### src/rtl/spi_cfg_master.sv
// Two-requester SPI mode-0 register-write master: round-robin arbitration, 16-bit frames {1, addr, data}.
// Optional macro SPI_CFG_ADDR_CHECK_EN rejects requests with addr > 4 (err pulse, no frame).
module spi_cfg_master #(
    parameter int CLK_DIV    = 4,
    parameter int GAP_CYCLES = 4
) (
    input  logic       clk,
    input  logic       rst_n,
    input  logic       req0_valid,
    input  logic [6:0] req0_addr,
    input  logic [7:0] req0_data,
    input  logic       req1_valid,
    input  logic [6:0] req1_addr,
    input  logic [7:0] req1_data,
    output logic       req0_ready,
    output logic       req1_ready,
    output logic       nCS,
    output logic       SCLK,
    output logic       COPI,
    output logic       busy,
    output logic       done,
    output logic       err
);

    typedef enum logic [2:0] {
        IDLE    = 3'd0,
        SETUP   = 3'd1,
        SCLK_HI = 3'd2,
        SCLK_LO = 3'd3,
        GAP     = 3'd4
    } state_t;

    localparam logic [7:0] DIV_LAST = 8'(CLK_DIV - 1);
    localparam logic [7:0] GAP_LAST = 8'(GAP_CYCLES - 1);

    state_t      state_r;
    logic [7:0]  div_r;
    logic [3:0]  bit_r;
    logic [14:0] shift_r;     // remaining frame bits below the one on COPI
    logic        prio_r;      // 1: req1 wins a tie
    logic        armed_r;     // keeps ready low until the first clock after reset
    logic        grant1_s;
    logic        accept_s;
    logic        reject_s;
    logic [6:0]  sel_addr_s;
    logic [7:0]  sel_data_s;

    // Round-robin grant, handshake and request selection
    always_comb begin
        grant1_s   = req1_valid && (!req0_valid || prio_r);
        req0_ready = armed_r && (state_r == IDLE) && req0_valid && !grant1_s;
        req1_ready = armed_r && (state_r == IDLE) && grant1_s;
        accept_s   = req0_ready || req1_ready;
        if (grant1_s) begin
            sel_addr_s = req1_addr;
            sel_data_s = req1_data;
        end else begin
            sel_addr_s = req0_addr;
            sel_data_s = req0_data;
        end
`ifdef SPI_CFG_ADDR_CHECK_EN
        reject_s = (sel_addr_s > 7'd4);
`else
        reject_s = 1'b0;
`endif
    end

    // Frame sequencer: all SPI lines and status outputs are registered here
    always_ff @(posedge clk or negedge rst_n) begin
        if (!rst_n) begin
            state_r <= IDLE;
            div_r   <= 8'd0;
            bit_r   <= 4'd0;
            shift_r <= 15'd0;
            prio_r  <= 1'b0;
            armed_r <= 1'b0;
            nCS     <= 1'b1;
            SCLK    <= 1'b0;
            COPI    <= 1'b0;
            busy    <= 1'b0;
            done    <= 1'b0;
            err     <= 1'b0;
        end else begin
            armed_r <= 1'b1;
            done    <= 1'b0;
            err     <= 1'b0;
            case (state_r)
                IDLE: begin
                    if (accept_s) begin
                        prio_r <= ~grant1_s;
                        if (reject_s) begin
                            err <= 1'b1;
                        end else begin
                            shift_r <= {sel_addr_s, sel_data_s};
                            COPI    <= 1'b1;
                            nCS     <= 1'b0;
                            SCLK    <= 1'b0;
                            busy    <= 1'b1;
                            div_r   <= 8'd0;
                            bit_r   <= 4'd0;
                            state_r <= SETUP;
                        end
                    end
                end
                SETUP: begin
                    if (div_r == DIV_LAST) begin
                        div_r   <= 8'd0;
                        SCLK    <= 1'b1;
                        state_r <= SCLK_HI;
                    end else begin
                        div_r <= div_r + 8'd1;
                    end
                end
                SCLK_HI: begin
                    if (div_r == DIV_LAST) begin
                        div_r   <= 8'd0;
                        SCLK    <= 1'b0;
                        state_r <= SCLK_LO;
                        // after the last rising edge COPI keeps bit 0 for the hold phase
                        if (bit_r != 4'd15) begin
                            COPI    <= shift_r[14];
                            shift_r <= {shift_r[13:0], 1'b0};
                        end
                    end else begin
                        div_r <= div_r + 8'd1;
                    end
                end
                SCLK_LO: begin
                    if (div_r == DIV_LAST) begin
                        div_r <= 8'd0;
                        if (bit_r == 4'd15) begin
                            nCS     <= 1'b1;
                            done    <= 1'b1;
                            state_r <= GAP;
                        end else begin
                            bit_r   <= bit_r + 4'd1;
                            SCLK    <= 1'b1;
                            state_r <= SCLK_HI;
                        end
                    end else begin
                        div_r <= div_r + 8'd1;
                    end
                end
                GAP: begin
                    if (div_r == GAP_LAST) begin
                        div_r   <= 8'd0;
                        busy    <= 1'b0;
                        state_r <= IDLE;
                    end else begin
                        div_r <= div_r + 8'd1;
                    end
                end
                default: begin
                    state_r <= IDLE;
                    nCS     <= 1'b1;
                    SCLK    <= 1'b0;
                    busy    <= 1'b0;
                end
            endcase
        end
    end

endmodule

### config.mk
export PLATFORM = sky130hd
export DESIGN_NAME = spi_cfg_master
export DESIGN_NICKNAME = d
export VERILOG_FILES = /design/src/rtl/spi_cfg_master.sv
export SDC_FILE = /design/constraint.sdc
export NUM_CORES = 1
export LEC_CHECK = 0
export ABC_AREA = 0
export CAP_MARGIN = 20
export CORE_UTILIZATION = 29
export DETAILED_ROUTE_END_ITERATION = 10
export HOLD_SLACK_MARGIN = 0.06
export REMOVE_ABC_BUFFERS = 1
export SYNTH_ARGS = -nofsm -noshare
export SYNTH_HDL_FRONTEND = slang
export SYNTH_SLANG_ARGS = --single-unit
export TNS_END_PERCENT = 100
### constraint.sdc
create_clock -name clk -period 3.1 [get_ports clk]
set_input_delay 0.465 -clock clk [delete_from_list [all_inputs] [get_ports clk]]
set_output_delay 0.465 -clock clk [all_outputs]
set_load 0.03 [all_outputs]
**Yosys cells after proc, flatten, opt, wreduce, memory -nomap -nowiden**

Cells that the tools add are included.

- Register bits after elaboration: 37
- Input bits: 34

- $add $sub $neg: 2
- Equality and inequality tests: 15
- Multiplexer cells: 37
- Bitwise logic cells: 4
- Reduce and logical (&&, ||, !) cells: 24

Operators with widths:

| operator | number |
|---|---|
| $mux W15 | 3 |
| $pmux W15 S2 | 1 |
| $mux W8 | 3 |
| $mux W3 | 6 |
| $ne A2 B2 Y1 const B | 8 |
| $pmux W8 S2 | 1 |
| $pmux W3 S5 | 1 |
| $mux W1 | 13 |
| $mux W4 | 3 |
| $reduce_and A4 Y1 | 3 |
| $add A8 B1 Y8 const B | 1 |
| $eq A8 B2 Y1 const B | 1 |
| $pmux W4 S2 | 1 |
| $mux W7 | 1 |
| $eq A3 B2 Y1 const B | 2 |
| $pmux W1 S3 | 2 |
| $reduce_and A6 Y1 | 1 |
| $reduce_bool A2 Y1 | 3 |
| $reduce_or A3 Y1 | 2 |
| $logic_and A1 B1 Y1 | 5 |
| $pmux W1 S5 | 1 |
| $reduce_and A5 Y1 | 1 |
| $add A4 B1 Y4 const B | 1 |
| $eq A4 B4 Y1 const B | 1 |
| other kinds (11) | 17 |

**Longest topological paths before layout**

- Depth after elaboration: 8
- Gate-level depth with buffers: 6
- Gate-level depth less buffers: 5

**Worst setup path after synthesis**

No wires, ideal clock.

- Path type: register -> register
- Start: reg div_r[0]
- End: reg shift_r[0]
- Library setup time: 0.125 ns
- Data arrival time: 1.927 ns
- Data required time: 2.975 ns
- Slack: 1.048 ns
- Cell stages (with the launch flop): 7
- Buffers on the path: 1
- Cell sequence: dfrtp_1 ha_1 nor3b_2 nand2_4 o31ai_4 buf_12 mux2_4

- Word-level cells in the longest chain between the ends: 3

RTL lines:

| item | line | source |
|---|---|---|
| start, declared | 37 | `logic [7:0] div_r;` |
| start signal, assigned | 111 | `div_r <= div_r + 8'd1;` |
| start signal, assigned | 125 | `div_r <= div_r + 8'd1;` |
| start signal, assigned | 141 | `div_r <= div_r + 8'd1;` |
| $eq A8 B2 Y1 | 115 | `if (div_r == DIV_LAST) begin` |
| $ne A2 B2 Y1 (no source line) | -- |  |
| $reduce_and A4 Y1 (no source line) | -- |  |
| end signal, assigned | 94 | `shift_r <= {sel_addr_s, sel_data_s};` |
| end signal, assigned | 122 | `shift_r <= {shift_r[13:0], 1'b0};` |
| end, declared | 39 | `logic [14:0] shift_r;` |

Every way passes these cells.
A chain may end at the register's enable or synchronous reset.

**Worst setup path in the final report**

- Start: reg state_r[2]
- End: out req1_ready

- Word-level cells in the longest chain between the ends: 3

RTL lines:

| item | line | source |
|---|---|---|
| start, declared | 36 | `state_t state_r;` |
| start signal, assigned | 71 | `state_r <= IDLE;` |
| start signal, assigned | 101 | `state_r <= SETUP;` |
| start signal, assigned | 109 | `state_r <= SCLK_HI;` |
| $logic_not A3 Y1 | 52 | `req1_ready = armed_r && (state_r == IDLE) && grant1_s;` |
| $logic_and A1 B1 Y1 (2 in a row) | 52 |  |
| end, declared | 16 | `output logic req1_ready,` |

Every way passes these cells.

==> results.md <==
* Area grow syn2layout at 23.3%
* Simple logic cell fraction of the synthesized area at 12.9%
* Initial antenna violation count at 0
* # setup viols final at 0
* Total grt overflow at 0
* Hold Buf Count CTS at 0
* Core area at ~7400 µm²
* Setup TNS at 0 ps
* XOR/XNOR share of the synthesized area at 0%
* Ant diodes at 0
* CP Cell Sequence: nor4b_1, and3_1, clkdlybuf4s50_1
* CTS sink count at 37
* DP Wirelength at 3.54 mm
* First-pass GRT wire length at 8.58 mm
* Post-CTS Resized at 0
* Sequential fraction of the synthesis area at a little over 40%
* I/O Buffers at 40
* Pwr Total at just over 2 mW
* Slew HR at 32.1%
* Clk Latency, worst-skew pair at 290 ps
* WP buf/inv at 1
* Fillcell total at roughly 750
* GPL Wtd Cong at 0.795
* Outcome: complete, no violations
* Via Count at around 1800
* Slowest-stage cell, CP: clkdlybuf4s50_1
* CTS buffer count at 5
* CTS tree: yes
* Final #Nets at approximately 290
* HP Class: input port to asynchronous set/reset pin
* Reg2reg start: div_r[1]
* # Post-CTS Setup Buffers at 0
* Routed Antenna Nets at 0
* Largest net degree at the start of global routing at 38
* Die Span X at 89.9 µm
* Yosys Warn Count at 0
* CP arrival at 2250 ps
* Tmin final at roughly 2700 ps
* Rows at 31
* Setup CP Type: register to primary output
* Max Slew Vio Count at 0
* Number of cells on the critical path at 3
* Main flop type after synthesis: dfrtp_1
* CP max FO at 13
* EDFF count, synth at 0
* Post-DR vias/cell at a little over 5
* Adder-cell area share of the yosys netlist at 1.12%
* Synth Area in Compound Gates at a little over a quarter
* Clock transition at path regs at 80 ps
* FF-to-FF path depth at 5
* CP top delay family: simple AND/OR/NAND/NOR gates
* CP startpoint kind: register
* Pwr Density at about 730 nW/µm²
* Worst IR Drop VDD at around 0.32 mV
* WP data required at about 2600 ps
* Cell variety after synth at 55
* Final wirelength at a little over 5 mm
* GRT Util Overall at about an eighth
* Leakage at ~1.2 nW
* F_max at 368 MHz
* Final cycle utilization of the critical path at between 80 and 90%
* Crit end category: primary output
* Setup slack, reg-to-reg at around 500 ps
* Biggest area consumer among synthesized cells: dfrtp_1
* Syn Inst Count at ~210
* Max clock buf depth at 2
* RSZ-0062 raised after global routing: false
* Top post-synthesis cells by area: dfrtp_1, mux2_4, a2bb2oi_1, a31oi_1, o21ai_0
* Starting Density at 30.4%
* Pre-antenna DRT Iters at 4
* 1st-iter DRT viols at 88
* DRC viols at 0
* Async set-reset flop share out of synthesis at 100%
* Mapped Avg Cell Area at about 10 µm²
* Die footprint at a little over 8000 µm²
* H-tree depth at 2
* Ratio of cells with drive above 1 in the final layout at 18.4%
* Worst-margin pin slew at 1020 ps
* Mux cell area share after synthesis at a little over a tenth
* Max Cap Viol at 0
* Die height at about 90 µm
* Hold Vio Cnt, Final at 0
* Flops & latches, synth at 37
* Slowest stage delay, CP at about 680 ps
* Routed length per instance at around 15 µm
* Mapped Area at between 2000 and 2500 µm²
* Clock skew at around 12 ps
* Post-synth top area share at 40.2%
* Vias in the first global route at 1740
* Largest family of logic cells by synthesized area: compound AO/OA/AOI/OAI gates
* I/O pin count at 42
* Clk root buf: clkbuf_8
* Worst r2r dst: shift_r[6]
-- registers in the layout, summed over array words and instances, names as in the netlist --
name	count
done	1
SCLK	1
bit_r	4
busy	1
div_r	8
armed_r	1
COPI	1
nCS	1
state_r	3
shift_r	15
prio_r	1
-- cells by family (layout without fill, tap and decap cells) --
logic type | count (synthesis) | after routing
AOI/OAI and AO/OA | 84 | 84
adders and majority gates | 2 | 2
buffers and inverters | 22 | 58
DFF | 37 | 37
muxes | 19 | 19
other | 2 | 2
and+or+nand+nor | 48 | 48
-- power by group --
part	switching [mW]	internal [mW]
Sequential	0.183	0.668
Clock	0.169	0.176
Combinational	0.361	0.459
Total	0.714	1.30
-- metrics by stage --
stage / setup slack (ps) / utilization [%] / hold slack, ps / std cells / instance area [µm²]
after global routing: 228 / 37.5 / 378 / 349 / 2760
after detailed placement: 499 / 36.3 / 491 / 342 / 2670
final: 381 / 37.5 / 308 / 349 / 2760
after CTS: 344 / 37.5 / 346 / 349 / 2760
after global placement: 572 / 36.3 / 476 / 342 / 2670
after floorplan: 829 / - / 169 / 197 / 2110
-- worst register-to-register path, cell delays in order (launching register included) --
cell     delay [ps]
dfrtp_1         390
ha_1            240
nor3b_2         390
nand2_4         150
o31ai_4         880
mux2_2          430
-- area by class of cell --
cell class	count	area [µm²]	share of cell area, %
Multi-Input combinational cell	155	1160	42.2
Sequential cell	37	927	33.6
Timing Repair Buffer	46	438	15.9
Tap cell	99	124	4.48
Clock buffer	6	82.6	2.99
Inverter	5	18.8	0.679
Clock inverter	1	7.51	0.272
-- per-layer routing --
layer  share of wire, %  track usage (%)  vias to the layer above  wire length [µm]
met5                  0                0                        -                 0
met4               0.99             4.03                        0                51
met3                3.3             3.21                        5               168
met2                 46             20.8                       27              2340
met1                 50             17.5                      864              2580
li1                   -                -                      885                 -
-- how the worst max path moves through the flow --
stage,from,end
2_1_floorplan,div_r[0],shift_r[4]
3_3_place_gp,div_r[0],shift_r[7]
3_5_place_dp,div_r[1],shift_r[9]
4_1_cts,state_r[2],req1_ready
5_1_grt,state_r[2],req1_ready
6_report,state_r[2],req1_ready
-- synthesized netlist by cell type, types with 4 or more instances --
cell,n
mux2_2,8
a2bb2oi_1,14
clkbuf_1,10
a31oi_1,16
nand3_1,7
nor2_1,9
a211oi_1,4
inv_1,5
a21oi_1,9
dfrtp_1,36
mux2_4,9
o21ai_0,19
nand2_1,5
and3_1,4
-- cells in the final DEF (no fill, tap or decap), types with 8 or more instances in the layout --
master and instances:
nor2_1 9, o21ai_0 19, dfrtp_1 36, mux2_4 9
clkdlybuf4s50_1 38, a31oi_1 16, mux2_2 8, a2bb2oi_1 14
a21oi_1 9
Note: power is estimated with default switching activity, not from simulation.
